<file path="config.mk">
export PLATFORM = sky130hd
export DESIGN_NAME = pixel_signature
export DESIGN_NICKNAME = d
export VERILOG_FILES = /design/src/rtl/pixel_signature_pkg.sv /design/src/rtl/pixel_signature_beam_tracker.sv /design/src/rtl/pixel_signature.sv
export SDC_FILE = /design/constraint.sdc
export NUM_CORES = 1
export LEC_CHECK = 0
export ABC_AREA = 1
export BUFFER_PORTS_ARGS = -buffer_cell sky130_fd_sc_hd__clkbuf_2
export CORE_MARGIN = 3
export CORE_UTILIZATION = 55
export CTS_BUF_LIST = sky130_fd_sc_hd__clkbuf_4 sky130_fd_sc_hd__clkbuf_8
export CTS_CLUSTER_SIZE = 12
export DETAILED_ROUTE_END_ITERATION = 7
export MAX_ROUTING_LAYER = met4
export PLACE_DENSITY = 0.76
export SLEW_MARGIN = 15
export SYNTH_ARGS = -nofsm -noshare
export SYNTH_HDL_FRONTEND = slang
export SYNTH_SLANG_ARGS = --single-unit
</file>
<file path="constraint.sdc">
create_clock -name clk_i -period 6.93 [get_ports clk_i]
set_input_delay 0.693 -clock clk_i [delete_from_list [all_inputs] [get_ports clk_i]]
set_output_delay 0.693 -clock clk_i [all_outputs]
set_load 0.005 [all_outputs]
</file>
<file path="src/rtl/pixel_signature_pkg.sv">
// Shared types, CRC constants and the byte-wide CRC-16/CCITT-FALSE step
// used by the pixel signature block.
package pixel_signature_pkg;

    localparam int unsigned COLOR_W     = 6;
    localparam int unsigned CRC_W       = 16;
    localparam int unsigned PIX_CNT_W   = 19;
    localparam int unsigned FRAME_CNT_W = 8;

    localparam logic [CRC_W-1:0] CRC_POLY = 16'h1021;
    localparam logic [CRC_W-1:0] CRC_INIT = 16'hFFFF;

    typedef enum logic [1:0] {
        IDLE,
        WAIT_FRAME,
        ACCUM,
        DONE
    } sig_state_t;

    // Fold one byte into the CRC, MSB first, no reflection.
    function automatic logic [CRC_W-1:0] crc16_step8(input logic [CRC_W-1:0] crc,
                                                     input logic [7:0]       data);
        logic [CRC_W-1:0] c;
        c = crc ^ {data, 8'h00};
        for (int i = 0; i < 8; i++) begin
            c = c[15] ? ((c << 1) ^ CRC_POLY) : (c << 1);
        end
        return c;
    endfunction

endpackage

</file>
<file path="src/rtl/pixel_signature_beam_tracker.sv">
// Reconstructs the beam position from the line/frame strobes and produces a
// registered sample strobe for every active pixel.
//   clk_i, rst_ni      clock, synchronous active-low reset
//   next_vertical_i    end-of-line strobe (level, may be several cycles)
//   next_frame_i       end-of-frame strobe (level, may be several cycles)
//   sample             high in the cycle whose colour must be hashed
//   frame_edge         one-cycle pulse, hcnt = 0 in that cycle
//   line_edge          one-cycle pulse, suppressed when a frame edge coincides
module beam_tracker #(
    parameter int unsigned H_ACTIVE = 640,
    parameter int unsigned V_ACTIVE = 480,
    parameter int unsigned H_START  = 320,
    parameter int unsigned V_START  = 0,
    parameter int unsigned PIX_DIV  = 2
) (
    input  logic clk_i,
    input  logic rst_ni,
    input  logic next_vertical_i,
    input  logic next_frame_i,
    output logic sample,
    output logic frame_edge,
    output logic line_edge
);

    localparam int unsigned H_END  = H_START + PIX_DIV * H_ACTIVE;
    localparam int unsigned HCNT_W = $clog2(H_END + 2);
    localparam int unsigned LINE_W = $clog2(V_START + V_ACTIVE + 2);

    localparam logic [HCNT_W-1:0] HCNT_MAX = '1;
    localparam logic [LINE_W-1:0] LINE_MAX = '1;

    logic              nv_d;
    logic              nf_d;
    logic [HCNT_W-1:0] hcnt;
    logic [LINE_W-1:0] line;
    logic [HCNT_W-1:0] hcnt_next;
    logic [LINE_W-1:0] line_next;
    logic              frame_edge_raw;
    logic              line_edge_raw;

    assign frame_edge_raw = next_frame_i & ~nf_d;
    assign line_edge_raw  = next_vertical_i & ~nv_d;

    // True when (h, l) lands on a pixel inside the active window.
    function automatic logic is_active(input logic [HCNT_W-1:0] h,
                                       input logic [LINE_W-1:0] l);
        int dh;
        int dl;
        dh = int'(h) - int'(H_START);
        dl = int'(l) - int'(V_START);
        return (dh >= 0) && ((dh % int'(PIX_DIV)) == 0) &&
               ((dh / int'(PIX_DIV)) < int'(H_ACTIVE)) &&
               (dl >= 0) && (dl < int'(V_ACTIVE));
    endfunction

    // Next beam position; frame edge takes priority, counters saturate.
    always_comb begin
        hcnt_next = hcnt;
        line_next = line;
        if (frame_edge_raw) begin
            hcnt_next = '0;
            line_next = '0;
        end else if (line_edge_raw) begin
            hcnt_next = '0;
            if (line != LINE_MAX) begin
                line_next = line + LINE_W'(1);
            end
        end else if (hcnt != HCNT_MAX) begin
            hcnt_next = hcnt + HCNT_W'(1);
        end
    end

    // Sample is computed from the next position so it is registered yet
    // aligned with the cycle holding that position.
    always_ff @(posedge clk_i) begin
        if (!rst_ni) begin
            nv_d       <= 1'b0;
            nf_d       <= 1'b0;
            hcnt       <= HCNT_MAX;
            line       <= '0;
            frame_edge <= 1'b0;
            line_edge  <= 1'b0;
            sample     <= 1'b0;
        end else begin
            nv_d       <= next_vertical_i;
            nf_d       <= next_frame_i;
            hcnt       <= hcnt_next;
            line       <= line_next;
            frame_edge <= frame_edge_raw;
            line_edge  <= line_edge_raw & ~frame_edge_raw;
            sample     <= is_active(hcnt_next, line_next);
        end
    end

endmodule

</file>
<file path="src/rtl/pixel_signature.sv">
// Frame signature generator: CRC-16 over the active pixels of one frame,
// delivered through a valid/ready result port.
//   clk_i, rst_ni      clock, synchronous active-low reset
//   rrggbb_i           pixel colour (registered upstream)
//   next_vertical_i    end-of-line strobe
//   next_frame_i       end-of-frame strobe
//   arm_i              capture the next complete frame
//   continuous_i       re-arm automatically at frame end
//   sig_valid_o/sig_ready_i   result handshake
//   sig_crc_o, sig_pixels_o, sig_frame_o   result payload
//   busy_o             capture in progress
//   overrun_o          sticky: unconsumed result overwritten
module pixel_signature
    import pixel_signature_pkg::*;
#(
    parameter int unsigned H_ACTIVE = 640,
    parameter int unsigned V_ACTIVE = 480,
    parameter int unsigned H_START  = 320,
    parameter int unsigned V_START  = 0,
    parameter int unsigned PIX_DIV  = 2
) (
    input  logic                   clk_i,
    input  logic                   rst_ni,
    input  logic [COLOR_W-1:0]     rrggbb_i,
    input  logic                   next_vertical_i,
    input  logic                   next_frame_i,
    input  logic                   arm_i,
    input  logic                   continuous_i,
    output logic                   sig_valid_o,
    input  logic                   sig_ready_i,
    output logic [CRC_W-1:0]       sig_crc_o,
    output logic [PIX_CNT_W-1:0]   sig_pixels_o,
    output logic [FRAME_CNT_W-1:0] sig_frame_o,
    output logic                   busy_o,
    output logic                   overrun_o
);

    sig_state_t           state;
    logic [CRC_W-1:0]     crc;
    logic [PIX_CNT_W-1:0] pix_cnt;
    logic                 sample;
    logic                 frame_edge;
    logic                 line_edge_unused;  // line structure is handled inside the tracker

    beam_tracker #(
        .H_ACTIVE (H_ACTIVE),
        .V_ACTIVE (V_ACTIVE),
        .H_START  (H_START),
        .V_START  (V_START),
        .PIX_DIV  (PIX_DIV)
    ) u_beam_tracker (
        .clk_i           (clk_i),
        .rst_ni          (rst_ni),
        .next_vertical_i (next_vertical_i),
        .next_frame_i    (next_frame_i),
        .sample          (sample),
        .frame_edge      (frame_edge),
        .line_edge       (line_edge_unused)
    );

    // Capture FSM, CRC accumulator and result port.
    always_ff @(posedge clk_i) begin
        if (!rst_ni) begin
            state        <= IDLE;
            crc          <= CRC_INIT;
            pix_cnt      <= '0;
            sig_valid_o  <= 1'b0;
            sig_crc_o    <= '0;
            sig_pixels_o <= '0;
            sig_frame_o  <= '0;
            busy_o       <= 1'b0;
            overrun_o    <= 1'b0;
        end else begin
            // Handshake first; a latch later in this block re-asserts valid.
            if (sig_valid_o && sig_ready_i) begin
                sig_valid_o <= 1'b0;
            end

            case (state)
                IDLE: begin
                    if (arm_i) begin
                        state     <= WAIT_FRAME;
                        busy_o    <= 1'b1;
                        overrun_o <= 1'b0;
                    end
                end
                WAIT_FRAME: begin
                    if (frame_edge) begin
                        state   <= ACCUM;
                        crc     <= CRC_INIT;
                        pix_cnt <= '0;
                    end
                end
                ACCUM: begin
                    if (frame_edge) begin
                        sig_crc_o    <= crc;
                        sig_pixels_o <= pix_cnt;
                        sig_valid_o  <= 1'b1;
                        sig_frame_o  <= sig_frame_o + FRAME_CNT_W'(1);
                        if (sig_valid_o && !sig_ready_i) begin
                            overrun_o <= 1'b1;
                        end
                        crc     <= CRC_INIT;
                        pix_cnt <= '0;
                        if (!continuous_i) begin
                            state  <= DONE;
                            busy_o <= 1'b0;
                        end
                    end else if (sample) begin
                        crc <= crc16_step8(crc, {2'b00, rrggbb_i});
                        if (pix_cnt != '1) begin
                            pix_cnt <= pix_cnt + PIX_CNT_W'(1);
                        end
                    end
                end
                DONE: begin
                    if (sig_valid_o && sig_ready_i) begin
                        state <= IDLE;
                    end
                end
                default: begin
                    state  <= IDLE;
                    busy_o <= 1'b0;
                end
            endcase
        end
    end

endmodule
</file>
==> Word level (Yosys, flattened, before mapping) <==
Cells that the tools add are included.
{ "word_totals": {"ff_bits": 107, "input_bits": 13} }
{ "op_classes": {"n_eq_ne": 14, "n_bitwise": 14, "reduce_logical": 17, "n_mux": 40, "n_addsub": 6, "magnitude_cmp": 4} }
{ "ops": {"columns": ["cell", "count"], "rows": [
  ["two-way mux 13 bit", 8],
  ["two-way mux 19 bit", 4],
  ["two-way mux 16 bit", 3],
  ["one-hot mux 19 bit (2 select lines)", 1],
  ["two-way mux 11 bit", 3],
  ["adder 32 x 1 -> 32 bit", 1],
  [">= comparator 32 x 1 -> 1 bit, second input constant", 1],
  ["zero test 32 bit", 1],
  ["less-than comparator 32 x 11 -> 1 bit, second input constant", 1],
  ["one-hot mux 16 bit (2 select lines)", 1],
  ["two-way mux 9 bit", 3],
  ["NOT 3 bit", 8],
  ["adder 19 x 1 -> 19 bit, second input constant", 1],
  ["!= test 19 bit, second input constant", 1],
  ["XOR 16 x 14 -> 16 bit", 1],
  ["AND reduction 4 bit", 3],
  ["subtractor 11 x 9 -> 12 bit, second input constant", 1],
  ["adder 11 x 1 -> 11 bit, second input constant", 1],
  ["!= test 11 bit, second input constant", 1],
  ["two-way mux 2 bit", 5],
  ["adder 9 x 1 -> 9 bit, second input constant", 1],
  [">= comparator 9 x 1 -> 1 bit, second input constant", 1],
  ["less-than comparator 9 bit, second input constant", 1],
  ["two-way mux 1 bit", 9],
  ["19 further kinds", 34]
]} }

==> Longest topological paths before layout <==
{ "logic_depth": {"word_depth": 20, "ltp_mapped": 22, "ltp_nobuf": 21} }

==> Hierarchy <==
Synthesis repeated with hierarchy kept, for this count alone.
{ "hier_totals": {"hier_cells": 758, "area_unflattened_um2": 5462.7} }
{ "by_module_without_submodules": {"columns": ["mod", "instances", "area_per_inst_um2", "seq_area_each_um2", "cells_each"], "rows": [
  ["pixel_signature", 1, 3724.8, 1661.6, 502],
  ["beam_tracker", 1, 1737.9, 500.5, 256]
]} }

==> Worst setup path after synthesis <==
No wires, ideal clock.
{ "synth_path": {"kind": "input to register", "startpoint": "input next_frame_i", "endpoint": "register u_beam_tracker.sample", "path_slack_ns": 3.659, "setup_ns": 0.066, "required_ns": 6.864, "stages": 19, "arrival_ns": 3.205, "path_buffers": 0, "path_cell_list": "inv_1 -> or2_1 -> nand2_2 -> inv_4 -> nand2_1 -> ha_1 -> inv_1 -> nand2_1 -> nand2_1 -> nor2_1 -> nand3_2 -> nor2_4 -> inv_1 -> ha_1 -> nand4_1 -> or4_1 -> nor4_1 -> nand3_2 -> a21oi_2"} }
{ "synth_via": {"elab_chain_len": 9} }
{ "synth_lines": {"columns": ["item", "line_no", "text"], "rows": [
  ["from (decl)", "pixel_signature.sv:26", "input logic next_frame_i,"],
  ["AND 1 bit *", "pixel_signature_beam_tracker.sv:41", "assign frame_edge_raw = next_frame_i & ~nf_d;"],
  ["two-way mux 11 bit", "pixel_signature_beam_tracker.sv:60", "if (frame_edge_raw) begin"],
  ["subtractor 11 x 9 -> 12 bit", "pixel_signature_beam_tracker.sv:49", "dh = int'(h) - int'(H_START);"],
  ["AND 1 bit (no line)", null, null],
  ["adder 32 x 1 -> 32 bit (no line) / zero test 32 bit (equally long branches)", null, null],
  ["less-than comparator 32 x 11 -> 1 bit / logical AND 1 bit (equally long branches)", "pixel_signature_beam_tracker.sv:52, pixel_signature_beam_tracker.sv:51", null],
  ["logical AND 1 bit", "pixel_signature_beam_tracker.sv:51", "return (dh >= 0) && ((dh % int'(PIX_DIV)) == 0) &&"],
  ["logical AND 1 bit", "pixel_signature_beam_tracker.sv:52", "((dh / int'(PIX_DIV)) < int'(H_ACTIVE)) &&"],
  ["logical AND 1 bit *", "pixel_signature_beam_tracker.sv:53", "(dl >= 0) && (dl < int'(V_ACTIVE));"],
  ["to (signal assigned)", "pixel_signature_beam_tracker.sv:91", "sample <= is_active(hcnt_next, line_next);"],
  ["to (decl)", "pixel_signature_beam_tracker.sv:20", "output logic sample,"]
]} }
Mark *: on every way between the ends. The rest lies on a longest branch, timed or not.
A chain may end at the register's enable or synchronous reset.

==> Final worst setup path <==
{ "layout_path": {"startpoint": "register u_beam_tracker.hcnt[0]", "endpoint": "register u_beam_tracker.sample"} }
{ "layout_via": {"elab_chain_len": 11} }
{ "layout_lines": {"columns": ["item", "line_no", "text"], "rows": [
  ["from (decl)", "pixel_signature_beam_tracker.sv:34", "logic [HCNT_W-1:0] hcnt;"],
  ["from (signal assigned)", "pixel_signature_beam_tracker.sv:87", "hcnt <= hcnt_next;"],
  ["adder 11 x 1 -> 11 bit / != test 11 bit (equally long branches)", "pixel_signature_beam_tracker.sv:69, pixel_signature_beam_tracker.sv:68", null],
  ["two-way mux 11 bit *", "pixel_signature_beam_tracker.sv:68", "end else if (hcnt != HCNT_MAX) begin"],
  ["two-way mux 11 bit *", "pixel_signature_beam_tracker.sv:63", "end else if (line_edge_raw) begin"],
  ["two-way mux 11 bit *", "pixel_signature_beam_tracker.sv:60", null],
  ["subtractor 11 x 9 -> 12 bit *", "pixel_signature_beam_tracker.sv:49", null],
  ["AND 1 bit (no line)", null, null],
  ["adder 32 x 1 -> 32 bit (no line) / zero test 32 bit (equally long branches)", null, null],
  ["less-than comparator 32 x 11 -> 1 bit / logical AND 1 bit (equally long branches)", "pixel_signature_beam_tracker.sv:52, pixel_signature_beam_tracker.sv:51", null],
  ["logical AND 1 bit *", "pixel_signature_beam_tracker.sv:51", null],
  ["logical AND 1 bit *", "pixel_signature_beam_tracker.sv:52", null],
  ["logical AND 1 bit *", "pixel_signature_beam_tracker.sv:53", null]
]} }
Marks and branches as above.

==> flow_summary.json <==
{
  "drt_iter0_drc": 296,
  "yosysTopAreaCellShare_pct": 40.2,
  "synthCells": 730,
  "routedWlPerCell_um": 13.0,
  "drive_gt1_share_pct": 16.6,
  "tns_ns": 0,
  "async_reset_ff_share_pct": 0,
  "hold_viol": 0,
  "cts_tree": "done",
  "synth_seq_cells": 107,
  "netlist_area_mm2": 0.00532,
  "outcome": "complete, no violations",
  "first_global_vias": 4505,
  "syn2layout_area_growth_pct": 10.9,
  "p_per_area_mw_per_mm2": 263,
  "via_count": 4800,
  "vias_per_cell": 5.27,
  "cap_violations": 0,
  "synth_warnings": 0,
  "synth.largest_area_cell": "dfxtp_1",
  "hpwl_um": 8620,
  "place.gp.congestion": 0.901,
  "hold_class": "register to register",
  "dieWidth_um": 104,
  "irDropWorstVdd_mv": 0.110,
  "cts_buffers": 9,
  "synth_area_per_cell_um2": 7.29,
  "grt_pass1_wl_um": 20400,
  "htree_levels": 3,
  "tightest_slew_ns": 0.845,
  "cp-end-kind": "register",
  "start_kind": "register",
  "syn_nets": 759,
  "ys_seq_area_share_pct": 40.2,
  "grt.overflow.total": 0,
  "drtAntennaViolNets": 0,
  "die-area_mm2": 0.0109,
  "final_cells": 911,
  "yosysUniqueCellTypes": 43,
  "synth_area_leaders": "dfxtp_1 (40%), nand2_1 (7.8%), o21ai_0 (6.8%), inv_1 (6.2%), nor2_1 (5.9%)",
  "num-nets-final": 806,
  "ys.flop_type": "dfxtp_1",
  "p_leak_uw": 0.00256,
  "insertedDiodeCount": 0,
  "cp.arrival_ns": 3.97,
  "antenna_found_initial": 0,
  "grt_usage_pct": 23.0,
  "maxSlewHeadroom_pct": 43.5,
  "clock-sinks": 107,
  "rsz0062_at_grt": "no",
  "fp.coreArea_mm2": 0.00933,
  "period_share_pct": 52.8,
  "cts_hold_buffers": 0,
  "start_util_pct": 57.1,
  "clock_latency_ns": 0.38,
  "synth_most_common_cell": "nand2_1",
  "post_cts_buffers": 0,
  "totalPowerFinal_uw": 1550,
  "fmax_mhz": 273,
  "final_core_util_pct": 63.3,
  "ctsResizeCount": 0,
  "fp.dieH_um": 104,
  "fin_crit_ns": 3.66,
  "port_buffers": 58,
  "crit_fanout": 11,
  "required_ns": 7.24,
  "slew_viol_final": 0,
  "clkTransAtPathRegs_ns": 0.11,
  "grt_start_max_net_pins": 69,
  "dp_cells": 895,
  "root_buffer": "clkbuf_8",
  "fillers": 881,
  "drc": 0,
  "cts_buffer_depth": 2,
  "rows": 35,
  "fin_skew_ns": 0.0144,
  "setup_violations": 0,
  "synth_edf_count": 0,
  "ioPinCount": 59,
  "drtPass1Iterations": 7,
  "path_class": "register to register",
  "synthTopCellsByCount": "nand2_1 (111), dfxtp_1 (107), inv_1 (88), nor2_1 (83), o21ai_0 (72)",
  "wl_um": 11800
}
## final timing paths
kind | startpoint | end | slack, ns | cells past startpoint
max | u_beam_tracker.hcnt[0] | u_beam_tracker.sample | 3.27 | 19
min | u_beam_tracker.nf_d | u_beam_tracker.frame_edge | 0.45 | 1
max reg2reg | u_beam_tracker.hcnt[0] | u_beam_tracker.sample | 3.27 | 19
min reg2reg | u_beam_tracker.nf_d | u_beam_tracker.frame_edge | 0.45 | 1
## power by group
group / internal [uW] / leakage (uW) / switching, uW
Combinational: 149 / 0.00158 / 287
Sequential: 674 / 0.000872 / 43.2
Clock: 173 / 0.000107 / 227
Total: 996 / 0.00256 / 557
## logic make-up after synthesis
family                   after synthesis  share of synthesized area, %
AO/OA/AOI/OAI                        157                          15.7
XOR/XNOR                              25                          4.11
adder cells (fa/ha/maj)               16                          3.76
buffers and inverters                119                          8.60
flip-flops                           107                          40.2
AND/OR/NAND/NOR                      306                          27.6
## area by class of cell
| cell class | count | area (um2) | share of cell area [%] |
|---|---|---|---|
| Inverter | 95 | 359 | 6.08 |
| Clock buffer | 9 | 124 | 2.10 |
| Sequential cell | 107 | 2140 | 36.3 |
| Clock inverter | 7 | 86.3 | 1.46 |
| Tap cell | 129 | 161 | 2.73 |
| Timing Repair Buffer | 60 | 305 | 5.17 |
| Multi-Input combinational cell | 504 | 2720 | 46.2 |
## worst max-delay path, stage by stage (launching register included)
cell     delay (ns)
dfxtp_1        0.42
ha_1           0.25
inv_1          0.09
nor2_4         0.13
nand3_2        0.26
nand3_1        0.18
nand2_1        0.14
ha_1           0.24
nand2_1        0.07
nand2_1        0.11
nor2_1         0.13
nand3_2        0.09
nor2_4         0.16
inv_1          0.06
ha_1           0.28
nand4_1        0.08
or4_1          0.41
nor4_1         0.26
nand3_2        0.12
a21oi_2        0.11
## placed cells by master, fill, tap and decap left out, drive strengths merged, types with 16 or more instances in the layout
cell type / Yosys / routed
clkbuf: 22 / 67
o21ai: 80 / 80
inv: 95 / 97
nand3: 36 / 36
ha: 16 / 16
nor2: 94 / 94
a21oi: 63 / 63
nand2: 124 / 124
nor3: 17 / 17
dfxtp: 107 / 107
## per-layer routing
metal / track usage, % / part of all wire, % / up-vias / wire length [um]
met3: 3.23 / 5.1 / 19 / 598
met5: - / 0 / - / 0
li1: - / - / 2475 / -
met2: 37.6 / 47 / 126 / 5520
met4: 7.69 / 1.9 / 0 / 226
met1: 29.3 / 46 / 2180 / 5480
## flip-flops by register name (all words and copies together) (netlist names)
signal / flops
busy_o: 1
crc: 16
overrun_o: 1
pix_cnt: 19
sig_crc_o: 16
sig_frame_o: 8
sig_pixels_o: 19
sig_valid_o: 1
state: 2
u_beam_tracker.frame_edge: 1
u_beam_tracker.hcnt: 11
u_beam_tracker.line: 9
u_beam_tracker.nf_d: 1
u_beam_tracker.nv_d: 1
u_beam_tracker.sample: 1
## metrics by stage
| step | instance area, um2 | hold WS (ns) | setup slack, ns |
|---|---|---|---|
| 6_report | 5900 | 0.452 | 3.27 |
| 5_1_grt | 5900 | 0.475 | 2.81 |
| 4_1_cts | 5900 | 0.461 | 3.28 |
| 3_5_place_dp | 5690 | 0.431 | 3.27 |
| 3_3_place_gp | 5690 | 0.424 | 3.44 |
| 2_1_floorplan | 5320 | 0.384 | 3.66 |
(Power assumes the default switching activity.)
